--- config.mk ---
export PLATFORM = sky130hd
export DESIGN_NAME = alu16_reg
export DESIGN_NICKNAME = d
export VERILOG_FILES = /design/src/rtl/alu16_reg.sv
export SDC_FILE = /design/constraint.sdc
export NUM_CORES = 1
export LEC_CHECK = 0
export CORE_UTILIZATION = 30
export DETAILED_ROUTE_END_ITERATION = 7
export GPL_ROUTABILITY_DRIVEN = 0
export GPL_TIMING_DRIVEN = 1
export SLEW_MARGIN = 20
export SYNTH_ARGS = -nofsm -noshare
export SYNTH_HDL_FRONTEND = slang
export SYNTH_SLANG_ARGS = --single-unit
--- constraint.sdc ---
create_clock -name clk -period 11.2 [get_ports clk]
set_clock_uncertainty 0.15 [all_clocks]
set_input_delay 2.24 -clock clk [delete_from_list [all_inputs] [get_ports clk]]
set_output_delay 2.24 -clock clk [all_outputs]
set_load 0.02 [all_outputs]
--- src/rtl/alu16_reg.sv ---
// Registered 16-bit ALU: add/sub/and/or/not/pass with adder carry flags.
// Flags always report the adder carries out of the top two bit positions.
module alu16_reg #(
    parameter int WIDTH = 16
) (
    input  logic             clk,
    input  logic             rst,
    input  logic [WIDTH-1:0] x,
    input  logic [WIDTH-1:0] y,
    input  logic [2:0]       fnsel,
    output logic [WIDTH-1:0] z,
    output logic             c_n,
    output logic             c_n_minus_1
);

    logic             cin;
    logic [WIDTH-1:0] y1;
    logic [WIDTH-1:0] lo;
    logic [1:0]       hi;
    logic [WIDTH-1:0] sum;
    logic [WIDTH-1:0] res;

    // Split the adder so the carry into the top bit is directly visible.
    always_comb begin
        cin = fnsel[0];
        y1  = y ^ {WIDTH{cin}};
        lo  = {1'b0, x[WIDTH-2:0]}
            + {1'b0, y1[WIDTH-2:0]}
            + {{(WIDTH-1){1'b0}}, cin};
        hi  = {1'b0, x[WIDTH-1]}
            + {1'b0, y1[WIDTH-1]}
            + {1'b0, lo[WIDTH-1]};
        sum = {hi[0], lo[WIDTH-2:0]};
    end

    always_comb begin
        res = '0;
        unique case (fnsel)
            3'd0:    res = sum;
            3'd1:    res = sum;
            3'd2:    res = x & y;
            3'd3:    res = x | y;
            3'd5:    res = ~x;
            3'd6:    res = x;
            default: res = '0;
        endcase
    end

    always_ff @(posedge clk) begin
        if (rst) begin
            z           <= '0;
            c_n         <= 1'b0;
            c_n_minus_1 <= 1'b0;
        end else begin
            z           <= res;
            c_n         <= hi[1];
            c_n_minus_1 <= lo[WIDTH-1];
        end
    end

endmodule

==> impl_metrics.py, run 1 <==
metrics = {
    "setup_path": {
        "required_ps": 11230,
        "worstPathArrival_ps": 5580,
        "cp_slowest_cell": "a2111oi_0",
        "max_stage_delay_ps": 470,
        "cp.buffers_inverters": 2,
        "critPathTopFamily": "compound AO/OA/AOI/OAI gates",
        "start_kind": "input port",
        "critical_path_class": "input port to flop",
        "path_cells": "clkdlybuf4s50_1 -> buf_4 -> xor2_1 -> ha_1 -> a21oi_1 -> o221ai_2 -> a2111oi_0 -> a211o_1 -> fa_1 -> o22ai_1 -> nor2_1 -> a311oi_1",
        "critical_path.max_fanout": 36,
        "cp-end-kind": "flop",
    },
    "clocking": {
        "cts.path.max_buffers": 2,
        "post_cts_buffers": 0,
        "clk_pin_slew_ps": 80,
        "cts-buffers-inserted": 3,
        "cts_root_buf": "clkbuf_8",
        "cts.hold.buffers_added": 0,
        "cts_tree": "yes",
        "clock_sinks": 18,
        "ctsResizeCount": 0,
        "h-tree-depth": 1,
    },
    "power": {
        "switchingPower_uw": 114,
        "seqPwrFrac": 0.253,
        "clkPwrFrac": 0.201,
        "combPwrFrac": 0.545,
        "p_leak_nw": 1.08,
        "power_uw": 286,
        "p_int_uw": 172,
        "power.density_nw_per_um2": 99.3,
        "sw_frac_of_total": 0.397,
        "vdd_ir_drop_max_uv": 46.5,
    },
    "outcome": {
        "violations": "design-rule violations",
        "status": "finished, violations left",
    },
    "logic_synthesis": {
        "synth.distinct_cells": 60,
        "synth_area_sq_um": 2240,
        "syn_area_per_cell_sq_um": 7.71,
        "synth_area_leaders": "dfxtp_1, ha_1, a21oi_1",
        "synth.largest_area_cell": "dfxtp_1",
        "synth_edf_count": 0,
        "synth_seq_cells": 18,
        "netlist_instances": 291,
        "yosys.area.top_type_share": 0.161,
        "async_flop_share": 0,
        "ys_warn_count": 0,
        "syn-num-nets": 347,
        "synthFlopType": "dfxtp_1",
        "synth_seq_area_share": 0.161,
    },
    "die": {
        "core_area_sq_um": 7250,
        "die_h_um": 88.5,
        "num_rows": 31,
        "design.die.area_sq_um": 7830,
        "initial_core_util": 0.309,
        "ios": 55,
        "die_w_um": 88.5,
    },
    "global_route": {
        "antenna_found_initial": 0,
        "grt_max_degree": 41,
        "grt_pass1_wl_um": 10200,
        "gr-total-overflow": 0,
        "grt_pass1_vias": 2120,
        "grt.total_usage": 0.167,
    },
    "cells_and_area": {
        "nets": 393,
        "fill_cells": 760,
        "multiInputGateArea_sq_um": 1750,
        "antennaDiodeCount": 0,
        "post-route-util": 0.397,
        "syn2layout_area_growth_pct": 28.3,
        "fin_area_sq_um": 2880,
        "ff_latch_area_sq_um": 360,
        "finalNonFillerCells": 435,
        "drive_above_1_share": 0.0833,
    },
    "place": {
        "dp_worst_setup_slack_ps": 5390,
        "hpwl_um": 4920,
        "dpl.cell_count": 431,
        "place_area_sq_um": 2820,
        "port_buffers": 54,
    },
    "routing": {
        "met2_length_um": 3280,
        "drtPass1Iterations": 6,
        "final_antenna_net_count": 0,
        "vias": 2397,
        "avgRoutedWirePerCell_um": 15.1,
        "met3WireLength_um": 333,
        "drt_iter0_markers": 113,
        "wl_met1_um": 2900,
        "maxUsedRoutingLayer": "met4",
        "wl_um": 6590,
        "drc": 2,
        "drt-vias-per-instance": 5.51,
    },
    "sta": {
        "setup_total_negative_slack_ps": 0,
        "setup_viol": 0,
        "hold_violations": 0,
        "setup_ws_ps": 5650,
        "post-route-period-util": 0.495,
        "worst_slew_pin_slew_ps": 796,
        "fmax_ghz": 0.180,
        "min_period_ps": 5550,
        "rsz0062_at_grt": "false",
        "slew_headroom": 0.467,
        "holdWs_ps": 2550,
        "maxSlewViolCount": 0,
    },
    "min_path": {
        "hp-class": "input port to flop",
    },
    "flow_run": {
        "maxCapViolations": 0,
    },
}
-- cell type report --
type / instances / area share
inverters: 8 / 0.0104
well taps: 99 / 0.0430
flip-flops and latches: 18 / 0.125
repair buffers: 57 / 0.196
multi-input cells: 249 / 0.607
clock buffers: 4 / 0.0191
-- metal layers --
metal	GRT usage	up-vias
met4	0.0440	0
met5	0	-
met2	0.300	74
li1	-	1178
met1	0.209	1135
met3	0.0215	10
-- power by group through the flow --
stage	Sequential, mW	Clock [mW]	Combinational, mW
6_report	0.0724	0.0576	0.156
5_1_grt	0.0730	0.0620	0.171
4_1_cts	0.0725	0.0587	0.155
3_5_place_dp	0.0738	0	0.154
3_3_place_gp	0.0737	0	0.153
2_1_floorplan	0.0823	0	0.0981
-- path summary, 6_finish.rpt --
kind,start,to,depth (start not counted)
max,fnsel[0],z[15],12
min,x[15],z[15],3
-- Yosys cell counts (2+ instances only) --
master	n
a211oi_1	2
inv_1	6
nor2_1	37
nand3_1	3
nand4_1	3
o21a_1	8
o31ai_1	2
fa_1	2
nor3_2	2
buf_2	3
a21oi_1	30
buf_6	5
dfxtp_1	18
o211ai_1	6
or3_1	4
o21bai_1	5
or4_1	2
a21o_1	4
nor2b_1	3
nand2_1	14
a211o_1	2
xnor2_1	5
xor2_1	16
ha_1	17
and2_1	2
a311oi_1	3
a31o_2	3
nor3_1	4
mux2i_1	4
o22ai_1	9
o21ai_0	27
or3_2	2
o221ai_1	2
clkbuf_1	6
o22a_1	5
-- logic make-up after synthesis --
group | count (synthesis) | synth area share
compound gates | 121 | 0.373
xor+xnor | 21 | 0.0820
fa+ha+maj | 19 | 0.113
buf+inv | 24 | 0.0608
flops | 18 | 0.161
mux | 5 | 0.0240
simple gates | 83 | 0.187
-- cell usage in the layout, fill, tap and decap left out, types with 5 or more instances in the layout --
cell / instances
xnor2_1: 5
o21bai_1: 5
a21oi_1: 30
xor2_1: 16
o22ai_1: 9
o21a_1: 8
dfxtp_1: 18
o22a_1: 5
inv_1: 6
clkdlybuf4s50_1: 54
nand2_1: 14
o21ai_0: 27
nor2_1: 37
o211ai_1: 6
ha_1: 17
-- registers in the layout (all words and copies together) (netlist names) --
register     cells
c_n_minus_1      1
c_n              1
z               16
-- tightest hold or removal path: cells and delay by family --
| family | cells | cell delay, ps |
|---|---|---|
| AOI/OAI and AO/OA | 2 | 220 |
| buffers and inverters | 1 | 460 |
No activity file was read; power rests on OpenSTA's default activity.
==> inputs of run 2 (changes only) <==
==> constraint.sdc (replaced) <==
create_clock -name clk -period 5.18 [get_ports clk]
set_clock_uncertainty 0.15 [all_clocks]
set_input_delay 1.036 -clock clk [delete_from_list [all_inputs] [get_ports clk]]
set_output_delay 1.036 -clock clk [all_outputs]
set_load 0.02 [all_outputs]
==> run 2 against run 1 <==
- the run still ends with design-rule violations left
- routed wire length grew 0.73%
- global-route usage grew 0.58 points
- worst setup slack lost 4700 ps
- cell count shrank 0.23%
- sequential share of layout area is essentially flat
- sequential cell count is the same
- total power grew 120%
- sequential power grew 120%
- critical endpoint unchanged
==> impl_metrics.py, run 2 (synthesis results as in run 1) <==
metrics = {
    "outcome": {
        "violations": "design-rule violations",
        "status": "finished, violations left",
    },
    "clocking": {
        "cts_tree": "yes",
        "cts.path.max_buffers": 2,
        "clk_pin_slew_ps": 70,
        "post_cts_buffers": 0,
        "h-tree-depth": 1,
        "cts_root_buf": "clkbuf_8",
        "cts.hold.buffers_added": 0,
        "ctsResizeCount": 0,
        "cts-buffers-inserted": 3,
        "clock_sinks": 18,
    },
    "cells_and_area": {
        "fill_cells": 760,
        "largest_reg_flops": 16,
        "mostFrequentLayoutCell": "clkdlybuf4s50_1",
        "syn2layout_area_growth_pct": 28.6,
        "reg.largest.list": "z (16), c_n (1), c_n_minus_1 (1)",
        "layout_common_cells": "clkdlybuf4s50_1, nor2_1, a21oi_1, o21ai_0, dfxtp_1",
        "drive_above_1_share": 0.0806,
        "antennaDiodeCount": 0,
        "fin_area_sq_um": 2880,
        "nets": 392,
        "regMostFlops": "z",
    },
    "sta": {
        "maxSlewViolCount": 0,
        "min_period_ps": 4250,
        "rsz0062_at_grt": "false",
        "setup_viol": 0,
        "worst_slew_pin_slew_ps": 787,
        "post-route-period-util": 0.821,
        "slew_headroom": 0.473,
        "setup_total_negative_slack_ps": 0,
        "fmax_ghz": 0.235,
        "hold_violations": 0,
    },
    "setup_path": {
        "required_ps": 5210,
        "path_depth": 12,
        "cp.buffers_inverters": 2,
        "worstPathArrival_ps": 4280,
        "cp_slowest_cell": "clkdlybuf4s50_1",
        "critPathTopFamily": "compound AO/OA/AOI/OAI gates",
        "critical_path_class": "input port to flop",
        "crit_end": "z[15]",
        "cp-end-kind": "flop",
        "critical_path.max_fanout": 36,
        "crit_start": "fnsel[0]",
        "max_stage_delay_ps": 500,
        "path_cells": "clkdlybuf4s50_1 -> buf_12 -> xor2_1 -> ha_1 -> a21oi_1 -> o221ai_2 -> a2111oi_0 -> a211o_1 -> fa_1 -> o22ai_1 -> nor2_1 -> a311oi_1",
        "start_kind": "input port",
    },
    "die": {
        "design.die.area_sq_um": 7830,
        "ios": 55,
        "die_w_um": 88.5,
        "core_area_sq_um": 7250,
        "die_h_um": 88.5,
        "num_rows": 31,
        "initial_core_util": 0.309,
    },
    "global_route": {
        "grt_pass1_wl_um": 10400,
        "grt_max_degree": 37,
        "grt.total_usage": 0.173,
        "gr-total-overflow": 0,
        "grt_pass1_vias": 2158,
        "antenna_found_initial": 0,
    },
    "power": {
        "p_leak_nw": 1.08,
        "power.density_nw_per_um2": 215,
        "vdd_ir_drop_max_uv": 76.8,
    },
    "routing": {
        "drt_iter0_markers": 116,
        "drc": 2,
        "wl_um": 6630,
        "final_antenna_net_count": 0,
        "vias": 2369,
        "drt-vias-per-instance": 5.46,
        "drtPass1Iterations": 6,
        "avgRoutedWirePerCell_um": 15.3,
    },
    "min_path": {
        "hp-class": "input port to flop",
        "min_path_cells": 3,
    },
    "flow_run": {
        "maxCapViolations": 0,
    },
    "place": {
        "port_buffers": 54,
        "hpwl_um": 5000,
        "place_area_sq_um": 2830,
    },
}
==> run 2: area by class of cell <==
class,count,area (sq um),area share
inverters,8,30.0,0.0104
clock buffers,4,55.1,0.0191
repair buffers,56,568,0.197
flip-flops and latches,18,360,0.125
well taps,99,124,0.0430
multi-input cells,249,1750,0.606
==> run 2: worst min-delay path by stage <==
stage	slack [ps]	from	to
2_1_floorplan	1060	rst	z[0]
3_3_place_gp	1610	x[15]	z[15]
3_5_place_dp	1600	x[15]	z[15]
4_1_cts	1320	x[15]	z[15]
5_1_grt	1380	x[15]	z[15]
6_report	1340	x[15]	z[15]
==> run 2: per-layer routing <==
layer	up-vias	track usage	routed length [um]
met3	16	0.0364	342
met2	72	0.302	3230
li1	1183	-	-
met5	-	0	0
met4	0	0.0601	154
met1	1098	0.208	2900
==> run 2: through the flow <==
stage / hold WS (ps) / worst slack [ps] / power (mW) / cells / util
floorplan: 1060 / 944 / 0.390 / 291 / -
global placement: 1610 / 780 / 0.492 / 430 / 0.390
detailed placement: 1600 / 710 / 0.495 / 430 / 0.390
CTS: 1320 / 970 / 0.622 / 434 / 0.398
global route: 1380 / 799 / 0.661 / 434 / 0.398
finish: 1340 / 927 / 0.621 / 434 / 0.398
==> run 2: where the power goes <==
part	switching, mW	internal (mW)	total (mW)
clock network	0.0571	0.0679	0.125
registers	0.00358	0.153	0.156
logic	0.186	0.153	0.339
==> variant 1: new RTL, settings of run 2 <==
Set the parameter `WIDTH` to 12 (it was 16).
--- a/src/rtl/alu16_reg.sv
+++ b/src/rtl/alu16_reg.sv
@@ -1,7 +1,7 @@
 // Registered 16-bit ALU: add/sub/and/or/not/pass with adder carry flags.
 // Flags always report the adder carries out of the top two bit positions.
 module alu16_reg #(
-    parameter int WIDTH = 16
+    parameter int WIDTH = 12
 ) (
     input  logic             clk,
     input  logic             rst,
Interface: changed (resized x, y and z); port bits go from 55 to 43. No check against the original RTL was run, so the function may have changed too.
==> variant 1 against run 2 <==
  * Sequential cell count is 4 lower
  * Final area is 33% lower
  * Wire length is 42% lower
  * Sequential share of layout area is 2.1 points higher
  * Setup slack better by 72 ps
  * Combinational power is 38% lower
  * Total power is 32% lower
  * Synthesized area is 37% lower
  * Highest routed layer unchanged
==> variant 1: results (changes against run 2) <==
PortBufs: 42 (-22%)
synthesized-area fraction occupied by adder cells: 11.6% (+0.33 points)
Worst slew margin: 34.5% (-13 points)
Data buffer area share: 22.7% (+3.0 points)
WL met1: 1.90 mm (-35%)
vias in the first global route: 1385 (-36%)
inverter count: 9 (+1)
metal3 WL: 163 um (-52%)
Logic power comb: 0.000211 W (-38%)
synth top area cells: dfxtp_1 20%, xor2_1 9.2%, ha_1 8.8%
IR drop worst, VDD: 0.0702 mV (-8.7%)
post-place instance area: 0.00188 mm2 (-34%)
nets: 267 (-32%)
max incr delay on CP: 820 ps (+320 ps)
HPWL after DPL: 2.98 mm (-40%)
status: finished clean
Non-clk bufs: 44 (-21%)
vias per cell: 5.36 (-1.8%)
number of fill cells: 468 (-38%)
multi-input combinational area share: 55.4% (-5.2 points)
first-pass GRT wire length: 6.67 mm (-36%)
worst path arrival time: 4220 ps (-60 ps)
Leak: 0.755 nW (-30%)
Routed met2 length: 1.77 mm (-45%)
drt total wl: 3.86 mm (-42%)
xor-xnor portion of the synthesized cell area: 12.9% (+4.7 points)
DRT iter0 DRCs: 129 (+11%)
post-synthesis compound-gate area fraction: 31.4% (-5.9 points)
hold_sp: x[11]
Synth Net Count: 227 (-35%)
clock-net power: 0.0000917 W (-27%)
Core Rows: 24 (-23%)
==> variant 1: per-layer routing <==
metal | track usage, % | up-vias
met2 | 26.4 | 29
met3 | 2.56 | 4
met5 | 0 | -
li1 | - | 753
met4 | 4.44 | 0
met1 | 23.1 | 693
==> variant 1: logic make-up (layout without fill, tap and decap cells) <==
kind of cell | Yosys count | after routing
AOI/OAI and AO/OA | 69 | 69
xor gates and xnor gates | 21 | 21
adders and majority gates | 12 | 12
buffers and inverters | 18 | 56
DFF | 14 | 14
muxes | 2 | 2
and+or+nand+nor | 50 | 50
==> variant 1: stage by stage <==
step	std cells	setup slack, ps	power, W
2_1_floorplan	186	1460	0.000261
3_3_place_gp	273	824	0.000333
3_5_place_dp	273	749	0.000333
4_1_cts	276	993	0.000427
5_1_grt	276	693	0.000458
6_report	276	999	0.000424
==> variant 1: final timing paths <==
check,end,slack (ps),cells past startpoint
max,z[11],1000,11
min,z[11],1440,4
==> variant 2: new RTL, flow settings as in run 2 <==
Made on the original files. Make the reset (`rst`) asynchronous in one clocked block.
--- a/src/rtl/alu16_reg.sv
+++ b/src/rtl/alu16_reg.sv
@@ -46,7 +46,7 @@
         endcase
     end
 
-    always_ff @(posedge clk) begin
+    always_ff @(posedge clk or posedge rst) begin
         if (rst) begin
             z           <= '0;
             c_n         <= 1'b0;
Formal check against the unedited RTL: differs if rst is asserted again (counterexample within 4 cycles, from zero or initial values and one cycle with rst high); with rst held inactive, the same outputs for 10 cycles.
==> variant 2 against run 2 <==
  * Sequential cell count unchanged
  * Synthesized area decreased by 7.6%
  * Final area decreased by 5.9%
  * Wire length decreased by 18%
  * Critical path depth increased by 1
  * Critical path type unchanged
  * Setup slack improved by 75 ps
  * Non-clock buffer count increased by 1
  * Total power decreased by 0.60%
==> variant 2: results (changes against run 2) <==
IR drop worst, VDD: 0.0710 mV (-7.6%)
vias: 2053 (-13%)
Synth Net Count: 317 (-8.6%)
Total GRT Usage: 15.6% (-1.6 points)
post-synth cell types: 49 (-18%)
synth top area cells: dfrtp_1 22%, ha_1 10%, xor2_1 6.8%
worst hold path type: input port to async pin
Mapped Cells: 261 (-10%)
DRT iter0 DRCs: 84 (-28%)
status: finished clean
routed len/inst: 14.1 um (-7.5%)
PnR Total Power: 0.000617 W (-0.60%)
Gate power share: 54.0% (-0.7 points)
CP max FO: 28 (-22%)
nets: 364 (-7.1%)
Worst slew margin: 53.2% (+5.8 points)
Post-synth ARST share: 100% (+100 points)
sequential-to-total area share from yosys stat: 21.7% (+5.7 points)
min Tclk post-route: 4180 ps (-75.2 ps)
max incr delay on CP: 450 ps (-50 ps)
top cells by count, synth: 25 x o21ai_0, 24 x nand2_1, 18 x dfrtp_1
Critical Path End: z[15]
Leak: 1.11 nW (+2.7%)
post-place instance area: 0.00266 mm2 (-6.0%)
sequential power: 0.000166 W (+6%)
Primary FF master, synth: dfrtp_1
First-pass DRT Iterations: 4 (-2)
drt total wl: 5.43 mm (-18%)
first-pass GRT wire length: 9.25 mm (-11%)
[variant 2: worst min path at each step]
stage / endpoint / slack, ps / cells past startpoint
after floorplan: c_n / 820 / 1
after global placement: z[10] / 1350 / 2
after detailed placement: z[12] / 1350 / 2
after CTS: z[12] / 1080 / 2
after global routing: z[12] / 1130 / 2
final: z[12] / 1040 / 2
[variant 2: final cells by class]
cell class              count  area [um2]
well taps                  77        96.3
fillers                   662        3780
multi-input cells         217        1510
flip-flops and latches     18         450
clock buffers               4        55.1
repair buffers             57         563
inverters                  11        41.3
[variant 2: cell families after synthesis]
kind of cell,Yosys count,share of synthesized area (%)
simple gates,68,15.6
mux,3,1.69
flops,18,21.7
fa+ha+maj,19,12.2
buf+inv,26,5.55
xor+xnor,23,9.72
compound gates,104,33.6
[variant 2: layer usage]
metal / up-vias / routed length [um] / track usage (%)
li1: 1049 / - / -
met1: 958 / 2530 / 20.5
met2: 40 / 2690 / 27.9
met3: 6 / 163 / 1.36
met4: 0 / 48 / 3.24
met5: - / 0 / 0
